==> src/rtl/ad7985_emulator.sv <==
// ---------------------------------------------------------------------------
// ad7985_emulator
//
// Behavioural stand-in for an AD7985-style SAR ADC, clocked entirely by the
// local system clock. The ADC controller drives CNV and SCK asynchronously;
// both are synchronised and edge-detected here, so every pin edge takes
// effect three clk cycles after it happens.
//
// A CNV rising edge captures a sample (internal ramp or ext_sample), holds
// busy high for a fixed conversion time, then presents the word on SDO MSB
// first. Each SCK falling edge advances SDO by one bit; after the sixteenth
// falling edge the block goes idle with SDO low. A CNV rising edge during
// the readout aborts it, pulses overrun and starts a fresh conversion.
//
// Parameters
//   CONV_CYCLES        conversion length in clk cycles with TURBIO = 0
//   CONV_CYCLES_TURBO  conversion length in clk cycles with TURBIO = 1
//
// Ports
//   clk         system clock, the only clock of the block
//   reset_n     asynchronous active-low reset
//   CNV         conversion start pin (asynchronous to clk)
//   SCK         serial read clock pin (asynchronous to clk)
//   TURBIO      conversion-time select, 1 = turbo
//   mode        sample source: 0 = internal ramp, 1 = ext_sample
//   ext_sample  externally supplied 16-bit sample
//   SDO         serial data out, MSB first
//   busy        high while a conversion is in progress
//   overrun     one-cycle pulse when a readout is cut short by a new CNV
// ---------------------------------------------------------------------------
`timescale 1ns/1ps

module ad7985_emulator #(
  parameter int CONV_CYCLES       = 40,
  parameter int CONV_CYCLES_TURBO = 28
) (
  input  logic        clk,
  input  logic        reset_n,
  input  logic        CNV,
  input  logic        SCK,
  input  logic        TURBIO,
  input  logic        mode,
  input  logic [15:0] ext_sample,
  output logic        SDO,
  output logic        busy,
  output logic        overrun
);

  typedef enum logic [1:0] {
    IDLE,
    CONVERT,
    READY,
    READOUT
  } state_t;

  // The counter is loaded with N-1 and the block leaves CONVERT on the cycle
  // after it reaches zero, which keeps busy high for exactly N cycles.
  localparam logic [15:0] CONV_LOAD       = 16'(CONV_CYCLES - 1);
  localparam logic [15:0] CONV_LOAD_TURBO = 16'(CONV_CYCLES_TURBO - 1);

  // -------------------------------------------------------------------------
  // Pin synchronisers and edge detection
  // -------------------------------------------------------------------------
  // Bits [1:0] are the two-flop synchroniser, bit [2] is the delayed copy
  // used to find edges.
  logic [2:0] cnv_sync;
  logic [2:0] sck_sync;

  // CNV must be seen low by the synchroniser after reset before a rising edge
  // counts; otherwise a CNV held high through reset release would look like
  // a fresh 0->1 transition as the zeroed flops fill up.
  logic [1:0] sync_fill;
  logic       cnv_armed;

  // NOTE: every flop in this block, including the synchronisers, is cleared
  // by the asynchronous reset so the block is in a known state the instant
  // reset_n falls, with no dependency on clk running.
  always_ff @(posedge clk or negedge reset_n) begin
    if (!reset_n) begin
      cnv_sync  <= '0;
      sck_sync  <= '0;
      sync_fill <= '0;
      cnv_armed <= 1'b0;
    end else begin
      // NOTE: sequential state is always updated with non-blocking
      // assignments so every flop samples pre-edge values, exactly like the
      // hardware shift chain it describes.
      cnv_sync <= {cnv_sync[1:0], CNV};
      sck_sync <= {sck_sync[1:0], SCK};
      if (sync_fill != 2'd2) begin
        sync_fill <= sync_fill + 2'd1;
      end
      // Once both synchroniser stages hold real pin samples, the first low
      // observation arms rising-edge detection.
      if (sync_fill == 2'd2 && !cnv_sync[1]) begin
        cnv_armed <= 1'b1;
      end
    end
  end

  logic cnv_rise;
  logic sck_fall;

  // CNV falling edges and SCK rising edges are deliberately not decoded.
  assign cnv_rise = cnv_armed & cnv_sync[1] & ~cnv_sync[2];
  assign sck_fall = ~sck_sync[1] & sck_sync[2];

  // -------------------------------------------------------------------------
  // Conversion / readout state machine
  // -------------------------------------------------------------------------
  state_t      state;
  logic [15:0] sreg;
  logic [15:0] ramp_cnt;
  logic [15:0] conv_cnt;
  logic [3:0]  bit_cnt;

  logic [15:0] sample_value;
  logic        in_readout;
  logic        start_conv;

  assign sample_value = mode ? ext_sample : ramp_cnt;
  assign in_readout   = (state == READY) || (state == READOUT);

  // A CNV edge during CONVERT is ignored; in every other state it starts a
  // conversion. In READY/READOUT it also wins over a simultaneous SCK fall.
  assign start_conv   = cnv_rise && (state != CONVERT);

  always_ff @(posedge clk or negedge reset_n) begin
    if (!reset_n) begin
      state    <= IDLE;
      sreg     <= '0;
      ramp_cnt <= '0;
      conv_cnt <= '0;
      bit_cnt  <= '0;
      SDO      <= 1'b0;
      busy     <= 1'b0;
      overrun  <= 1'b0;
    end else begin
      overrun <= 1'b0;

      if (start_conv) begin
        // Abandoning an unfinished readout is what overrun reports.
        overrun  <= in_readout;
        sreg     <= sample_value;
        ramp_cnt <= ramp_cnt + 16'd1;
        conv_cnt <= TURBIO ? CONV_LOAD_TURBO : CONV_LOAD;
        bit_cnt  <= '0;
        busy     <= 1'b1;
        SDO      <= 1'b0;
        state    <= CONVERT;
      end else begin
        unique case (state)
          IDLE: begin
            SDO  <= 1'b0;
            busy <= 1'b0;
          end

          CONVERT: begin
            if (conv_cnt == 16'd0) begin
              busy  <= 1'b0;
              SDO   <= sreg[15];
              state <= READY;
            end else begin
              conv_cnt <= conv_cnt - 16'd1;
            end
          end

          READY, READOUT: begin
            if (sck_fall) begin
              if (bit_cnt == 4'd15) begin
                // Sixteenth falling edge: the word is fully delivered.
                bit_cnt <= '0;
                sreg    <= '0;
                SDO     <= 1'b0;
                state   <= IDLE;
              end else begin
                // SDO takes the bit that the shift is about to expose.
                sreg    <= {sreg[14:0], 1'b0};
                SDO     <= sreg[14];
                bit_cnt <= bit_cnt + 4'd1;
                state   <= READOUT;
              end
            end
          end

          default: begin
            state <= IDLE;
          end
        endcase
      end
    end
  end

endmodule

==> config.mk <==
export PLATFORM = sky130hd
export DESIGN_NAME = ad7985_emulator
export DESIGN_NICKNAME = d
export VERILOG_FILES = /design/src/rtl/ad7985_emulator.sv
export SDC_FILE = /design/constraint.sdc
export NUM_CORES = 1
export LEC_CHECK = 0
export CAP_MARGIN = 40
export CORE_UTILIZATION = 25
export DETAILED_ROUTE_END_ITERATION = 12
export GPL_TIMING_DRIVEN = 0
export SLEW_MARGIN = 40
export SYNTH_ARGS = -nofsm -noshare
export SYNTH_HDL_FRONTEND = slang
export SYNTH_SLANG_ARGS = --single-unit
==> constraint.sdc <==
create_clock -name clk -period 2.3 [get_ports clk]
set_input_delay 0.46 -clock clk [delete_from_list [all_inputs] [get_ports clk]]
set_output_delay 0.46 -clock clk [all_outputs]
set_load 0.01 [all_outputs]
==> results of run 1 <==
final cells by class:
| type | count | area share [%] |
|---|---|---|
| sequential | 66 | 41.8 |
| multi-input combinational | 215 | 37.0 |
| clock buffer | 14 | 6.69 |
| timing repair buffer | 24 | 6.28 |
| tap | 168 | 5.32 |
| buffer | 15 | 1.49 |
| clock inverter | 2 | 0.887 |
| inverter | 5 | 0.475 |
cells by family (layout without fill, tap and decap cells):
logic type | after synthesis | after routing | share of synthesized area, %
and+or+nand+nor | 103 | 103 | 18.4
AOI/OAI and AO/OA | 72 | 72 | 15.3
DFF | 66 | 66 | 51.8
buffers and inverters | 20 | 60 | 2.43
xor gates and xnor gates | 18 | 18 | 4.94
muxes | 18 | 18 | 5.65
adders and majority gates | 4 | 4 | 1.57
report_power, final:
part / switching [µW] / internal [µW]
sequential: 317 / 1510
combinational: 638 / 587
clock: 473 / 897
synth_stat cells, types with 2 or more instances:
cell       n  area (µm²)
nand4_1    6        37.5
and3b_1    2        17.5
inv_1      5        18.8
dfrtp_1   66        1650
nand3b_1   2        15.0
mux2i_1   18         180
xnor2_1   12         105
nor2b_1    4        25.0
nor3b_1    2        15.0
a221oi_1  14         123
o21ai_0    9        45.0
nor4_2     2        25.0
a211oi_1   2        15.0
o311ai_0   2        17.5
clkbuf_1  13        48.8
nor2_1    10        37.5
o221ai_1   2        17.5
buf_2      2        10.0
or4_1      6        45.0
nand2b_1   3        18.8
and3_1     2        12.5
a21o_1     2        15.0
xor2_1     6        52.6
a31oi_1    2        12.5
or3_1      3        18.8
nand3_1   15        75.1
ha_1       4        50.1
o31ai_1    4        30.0
nor4_1     6        37.5
nor3_1     7        35.0
o211ai_1   4        30.0
nand2_1   23        86.3
and2_1     3        18.8
a21oi_1   23         115
path summary, 6_finish.rpt:
path                          endpoint  cells past startpoint         from  slack (ns)
min in group clk           cnv_sync[1]                      0  cnv_sync[0]        0.35
hold reg to reg            cnv_sync[1]                      0  cnv_sync[0]        0.35
setup / recovery           conv_cnt[0]                      6  conv_cnt[0]        0.19
hold / removal                 overrun                      1      reset_n        0.04
setup reg to reg           conv_cnt[0]                      6  conv_cnt[0]        0.19
max in group asynchronous     sreg[15]                      2      reset_n        1.72
stage by stage:
step	hold slack, ns	instance area (µm²)	total power (µW)	cells	TNS [ns]
6_report	0.0439	3950	4430	509	0
5_1_grt	0.0685	3950	4730	509	0
4_1_cts	0.0542	3950	4450	509	0
3_5_place_dp	0.346	3650	3050	493	0
3_3_place_gp	0.335	3630	3000	492	-96.35
2_1_floorplan	0.164	3190	2680	301	0
sequential cells by signal (all words and copies together) (netlist names):
name       cells
conv_cnt      16
state          2
ramp_cnt      16
overrun        1
busy           1
sck_sync       3
bit_cnt        4
sreg          16
sync_fill      2
cnv_sync       3
cnv_armed      1
SDO            1
per-layer routing:
| layer | vias up | GRT usage (%) | routed length [µm] |
|---|---|---|---|
| met4 | 0 | 3.38 | 63 |
| met1 | 1236 | 17.4 | 3750 |
| met2 | 44 | 19.4 | 3440 |
| li1 | 1201 | - | - |
| met5 | - | 0 | 0 |
| met3 | 7 | 3.06 | 253 |
==> qor.txt, run 1 <==
Fillers = 1,282
Post-synthesis sequential area ratio = 51.8%
Via count of the first global-routing pass = 2,619
Run status = finished clean
Global placer's final weighted congestion = 0.750
Starting density of the core = 26.1%
Total vias in the final route = 2,488
Die Footprint = 0.0132 mm²
Syn-to-layout area delta = 23.7%
Chip width = 115 µm
Area of the mapped netlist = 0.00319 mm²
Crit-path cells = inv_1, ha_1, or4b_1, nor4_2, a211oi_1, a21o_1
Gr ovfl total = 0
Class of the most critical hold timing path = primary input to asynchronous set/reset pin
Area taken by flip-flops and latches = 0.00165 mm²
Delay contributed by the slowest stage of the critical path = 0.53 ns
Relative slew slack = 42.3%
Clock transition at the registers of the reported paths = 0.05 ns
Average detailed-routed wire length per instance = 14.8 µm
Number of nets in the synthesized netlist = 327
Largest net degree at the start of global routing = 42
Share of layout cells above drive strength 1 = 6.74%
Clock tree from TritonCTS = yes
CTS resizes = 0
Area of the multi-input gates = 0.00146 mm²
Number of sinks handled by clock tree synthesis = 66
Number of enable-type register cells in the synthesized netlist = 0
Std-Cell Rows = 40
Proportion of register bits with asynchronous set or reset after synthesis = 100%
Number of antenna violations at the first check in global routing = 0
Mean instance size in the synthesized netlist = 10.6 µm²
Endpoint type of the worst setup path = flip-flop
Gate count of the mapped netlist = 301
Worst-Margin Slew = 0.859 ns
Kind of critical path = flip-flop to flip-flop
Post-layout nets = 362
Number of hold-slack violations in the final timing report = 0
Die span in y = 115 µm
Arrival @ worst endpoint = 2.32 ns
Wire length of the first global-routing pass = 12,900 µm
HPWL reported at the end of detailed placement = 5210 µm
Commonest cells after routing, fill and taps aside = dfrtp_1 (66), nand2_1 (23), a21oi_1 (23)
Violation count after the first detailed-route iteration = 146
Slack of the critical path = 0.190 ns
Number of different library cells in the post-synthesis netlist = 49
Postcts setup bufs = 0
Overall routing resource usage = 12.5%
Maximum resistive drop on vdd = 0.479 mV
Final Setup Violations = 0
Required time reported for the critical path endpoint = 2.51 ns
Number of max-cap violations = 0
Pins Over Slew Limit = 0
Delay-heaviest family, CP = simple AND/OR/NAND/NOR gates
Routed vias/inst = 4.89
Number of warnings issued by yosys = 0
Max Clock Skew = 0.00638 ns
Primary flip-flop cell chosen by synthesis mapping = dfrtp_1
Clock Path Buffers = 2
Number of hold buffers added after CTS = 0
Critical path startpoint category = flip-flop
Initial DRT Pass Iterations = 4
Maximum operating frequency = 474 MHz
Most common cell after layout, fill and taps aside = dfrtp_1
Setup repair after global routing missed its margin = false
CTS root buf = clkbuf_16
CTS Buf Count = 9
Power density cells = 1120 mW/mm²
Count of state elements after synthesis = 66
Top-level I/O count = 25
Insertion delay of the later-clocked pin in the worst-skew pair = 0.32 ns
Critical path peak fanout = 6
Final wirelength = 7510 µm
Number of levels the H-tree was split into = 3
Port bufs = 23
Remaining antenna violation count after routing = 0
Slowest-stage cell, CP = or4b_1
Core occupancy in the finished layout = 32.3%
Drt drc = 0
Part of the cycle the worst path needs = 91.7%
Worst slack after detailed placement = 0.213 ns
Number of buffers and inverters on the critical path = 1
Final critical delay including setup and external delays = 2.11 ns
Static Leakage = 0.00163 µW
Diode count = 0
Standard cell core area = 0.0122 mm²
(Power assumes the default switching activity.)
==> inputs of run 2 (changes only) <==
SLEW_MARGIN = 20   (was 40)
==> qor.txt, run 2 (synthesis gave the netlist of run 1 again) <==
Run status = finished clean
Clock Path Buffers = 2 (unchanged)
Final wirelength = 7430 µm (-1.1%)
Maximum operating frequency = 474 MHz (about the same)
Critical path startpoint category = flip-flop
Standard cell core area = 0.0122 mm² (unchanged)
Setup repair after global routing missed its margin = false
Routed vias/inst = 4.94 (+1.0%)
Number of sinks handled by clock tree synthesis = 66 (unchanged)
GRT met2 Usage = 20.0% (+0.64 points)
Drt drc = 0 (unchanged)
Class of the most critical hold timing path = flip-flop to flip-flop
Die Footprint = 0.0132 mm² (unchanged)
Initial DRT Pass Iterations = 4 (unchanged)
Max Clock Skew = 0.00879 ns (+0.00242 ns)
Via count of the first global-routing pass = 2,602 (-0.65%)
Power density cells = 1130 mW/mm² (+0.93%)
Kind of critical path = flip-flop to flip-flop
Cell depth of the worst min-delay path = 0
Clock transition at the registers of the reported paths = 0.05 ns (about the same)
Chip width = 115 µm (unchanged)
Total vias in the final route = 2,519 (+1.2%)
Endpoint type of the worst setup path = flip-flop
Global placer's final weighted congestion = 0.750 (unchanged)
Number of antenna violations at the first check in global routing = 0 (unchanged)
Std-Cell Rows = 40 (unchanged)
Overall routing resource usage = 12.4% (-0.057 points)
Port bufs = 23 (unchanged)
Setup TNS = 0 ns (unchanged)
Insertion delay of the later-clocked pin in the worst-skew pair = 0.32 ns (about the same)
Critical path peak fanout = 6 (unchanged)
Wire length of the first global-routing pass = 12,900 µm (-0.43%)
Postcts setup bufs = 0 (unchanged)
Most heavily used metal layer in global routing = met2
CTS root buf = clkbuf_16
Number of max-cap violations = 0 (unchanged)
Pins Over Slew Limit = 0 (unchanged)
Starting density of the core = 26.1% (unchanged)
Share of layout cells above drive strength 1 = 7.31% (+0.57 points)
Top-level I/O count = 25 (unchanged)
Die span in y = 115 µm (unchanged)
Most common cell after layout, fill and taps aside = dfrtp_1
Required time reported for the critical path endpoint = 2.51 ns (about the same)
Static Leakage = 0.00165 µW (+0.99%)
Final Setup Violations = 0 (unchanged)
Arrival @ worst endpoint = 2.32 ns (about the same)
Largest net degree at the start of global routing = 56 (+33%)
Average detailed-routed wire length per instance = 14.6 µm (-1.3%)
Standard cell area after detailed placement = 0.00366 mm² (+0.21%)
Post-layout nets = 363 (+0.28%)
Diode count = 0 (unchanged)
Final critical delay including setup and external delays = 2.11 ns (-0.00131 ns)
Number of hold-slack violations in the final timing report = 0 (unchanged)
Violation count after the first detailed-route iteration = 174 (+19%)
CTS Buf Count = 9 (unchanged)
HPWL reported at the end of detailed placement = 5190 µm (-0.36%)
Worst-Margin Slew = 0.810 ns (-0.0491 ns)
Maximum resistive drop on vdd = 0.528 mV (+10%)
Hold_ws = 0.351 ns (+0.307 ns)
Commonest cells after routing, fill and taps aside = dfrtp_1 (66), nand2_1 (23), a21oi_1 (23)
Clock tree from TritonCTS = yes
Met1 Use GR = 16.7% (-0.66 points)
Number of levels the H-tree was split into = 3 (unchanged)
Relative slew slack = 45.6% (+3.3 points)
Part of the cycle the worst path needs = 91.7% (about the same)
Top flop regs = conv_cnt: 16 flops, ramp_cnt: 16 flops, sreg: 16 flops
Syn-to-layout area delta = 24.9%
Post-route standard cell area excluding fillers = 0.00399 mm² (+0.98%)
R2R depth = 6 (unchanged)
Global-route track usage on met3 = 2.85% (-0.21 points)
Remaining antenna violation count after routing = 0 (unchanged)
Gr ovfl total = 0 (unchanged)
==> run 2: final timing paths <==
path / to / from / slack, ns
max reg2reg: conv_cnt[0] / conv_cnt[0] / 0.19
min: cnv_sync[1] / cnv_sync[0] / 0.35
min in group asynchronous: conv_cnt[15] / reset_n / 0.53
max: conv_cnt[0] / conv_cnt[0] / 0.19
min reg2reg: cnv_sync[1] / cnv_sync[0] / 0.35
max in group asynchronous: conv_cnt[0] / reset_n / 1.26
==> run 2: what timing repair did <==
item | CTS | global route
endpoints found under the hold margin | 11 | 0
hold buffers | 1 | 0
resized for setup | 0 | 0
==> run 2: layer usage <==
| layer | routed length (µm) | share of wire (%) | vias to the layer above |
|---|---|---|---|
| li1 | - | - | 1209 |
| met1 | 3510 | 47 | 1263 |
| met2 | 3550 | 48 | 43 |
| met3 | 306 | 4.1 | 4 |
| met4 | 57 | 0.77 | 0 |
| met5 | 0 | 0 | - |
==> run 2: cell type report <==
class	instances	area (µm²)
well taps	168	210
flip-flops and latches	66	1650
clock buffers	11	243
plain buffers	15	58.8
fillers	1257	8230
clock inverters	5	77.6
inverters	5	18.8
multi-input cells	215	1460
repair buffers	25	265
==> run 2: worst max-delay path, stage by stage, from the launching register on <==
cell and delay [ns]:
dfrtp_1 0.40, inv_1 0.07, ha_1 0.24, or4b_1 0.52, nor4_2 0.46, a211oi_1 0.14, a21o_1 0.17
==> run 2: per-stage QoR <==
step / power [µW] / util [%] / std cells / worst slack [ns]
after floorplan: 2680 / - / 301 / 0.448
final: 4510 / 32.6 / 510 / 0.191
after CTS: 4540 / 32.6 / 510 / 0.211
after global placement: 3000 / 29.7 / 492 / -1.46
after detailed placement: 3060 / 29.9 / 493 / 0.206
after global routing: 4820 / 32.6 / 510 / 0.0282
==> run 2: where the power goes <==
part	total, µW	internal, µW	leakage, µW	switching [µW]
Clock	1460	974	0.000156	487
Sequential	1830	1510	0.000822	315
Combinational	1220	591	0.000670	632
==> inputs of run 3 (changes only) <==
SKIP_LAST_GASP = 1   (was default)
==> results of run 3 <==
Same layout as run 2: the final DEF is identical, and so are final timing and power.
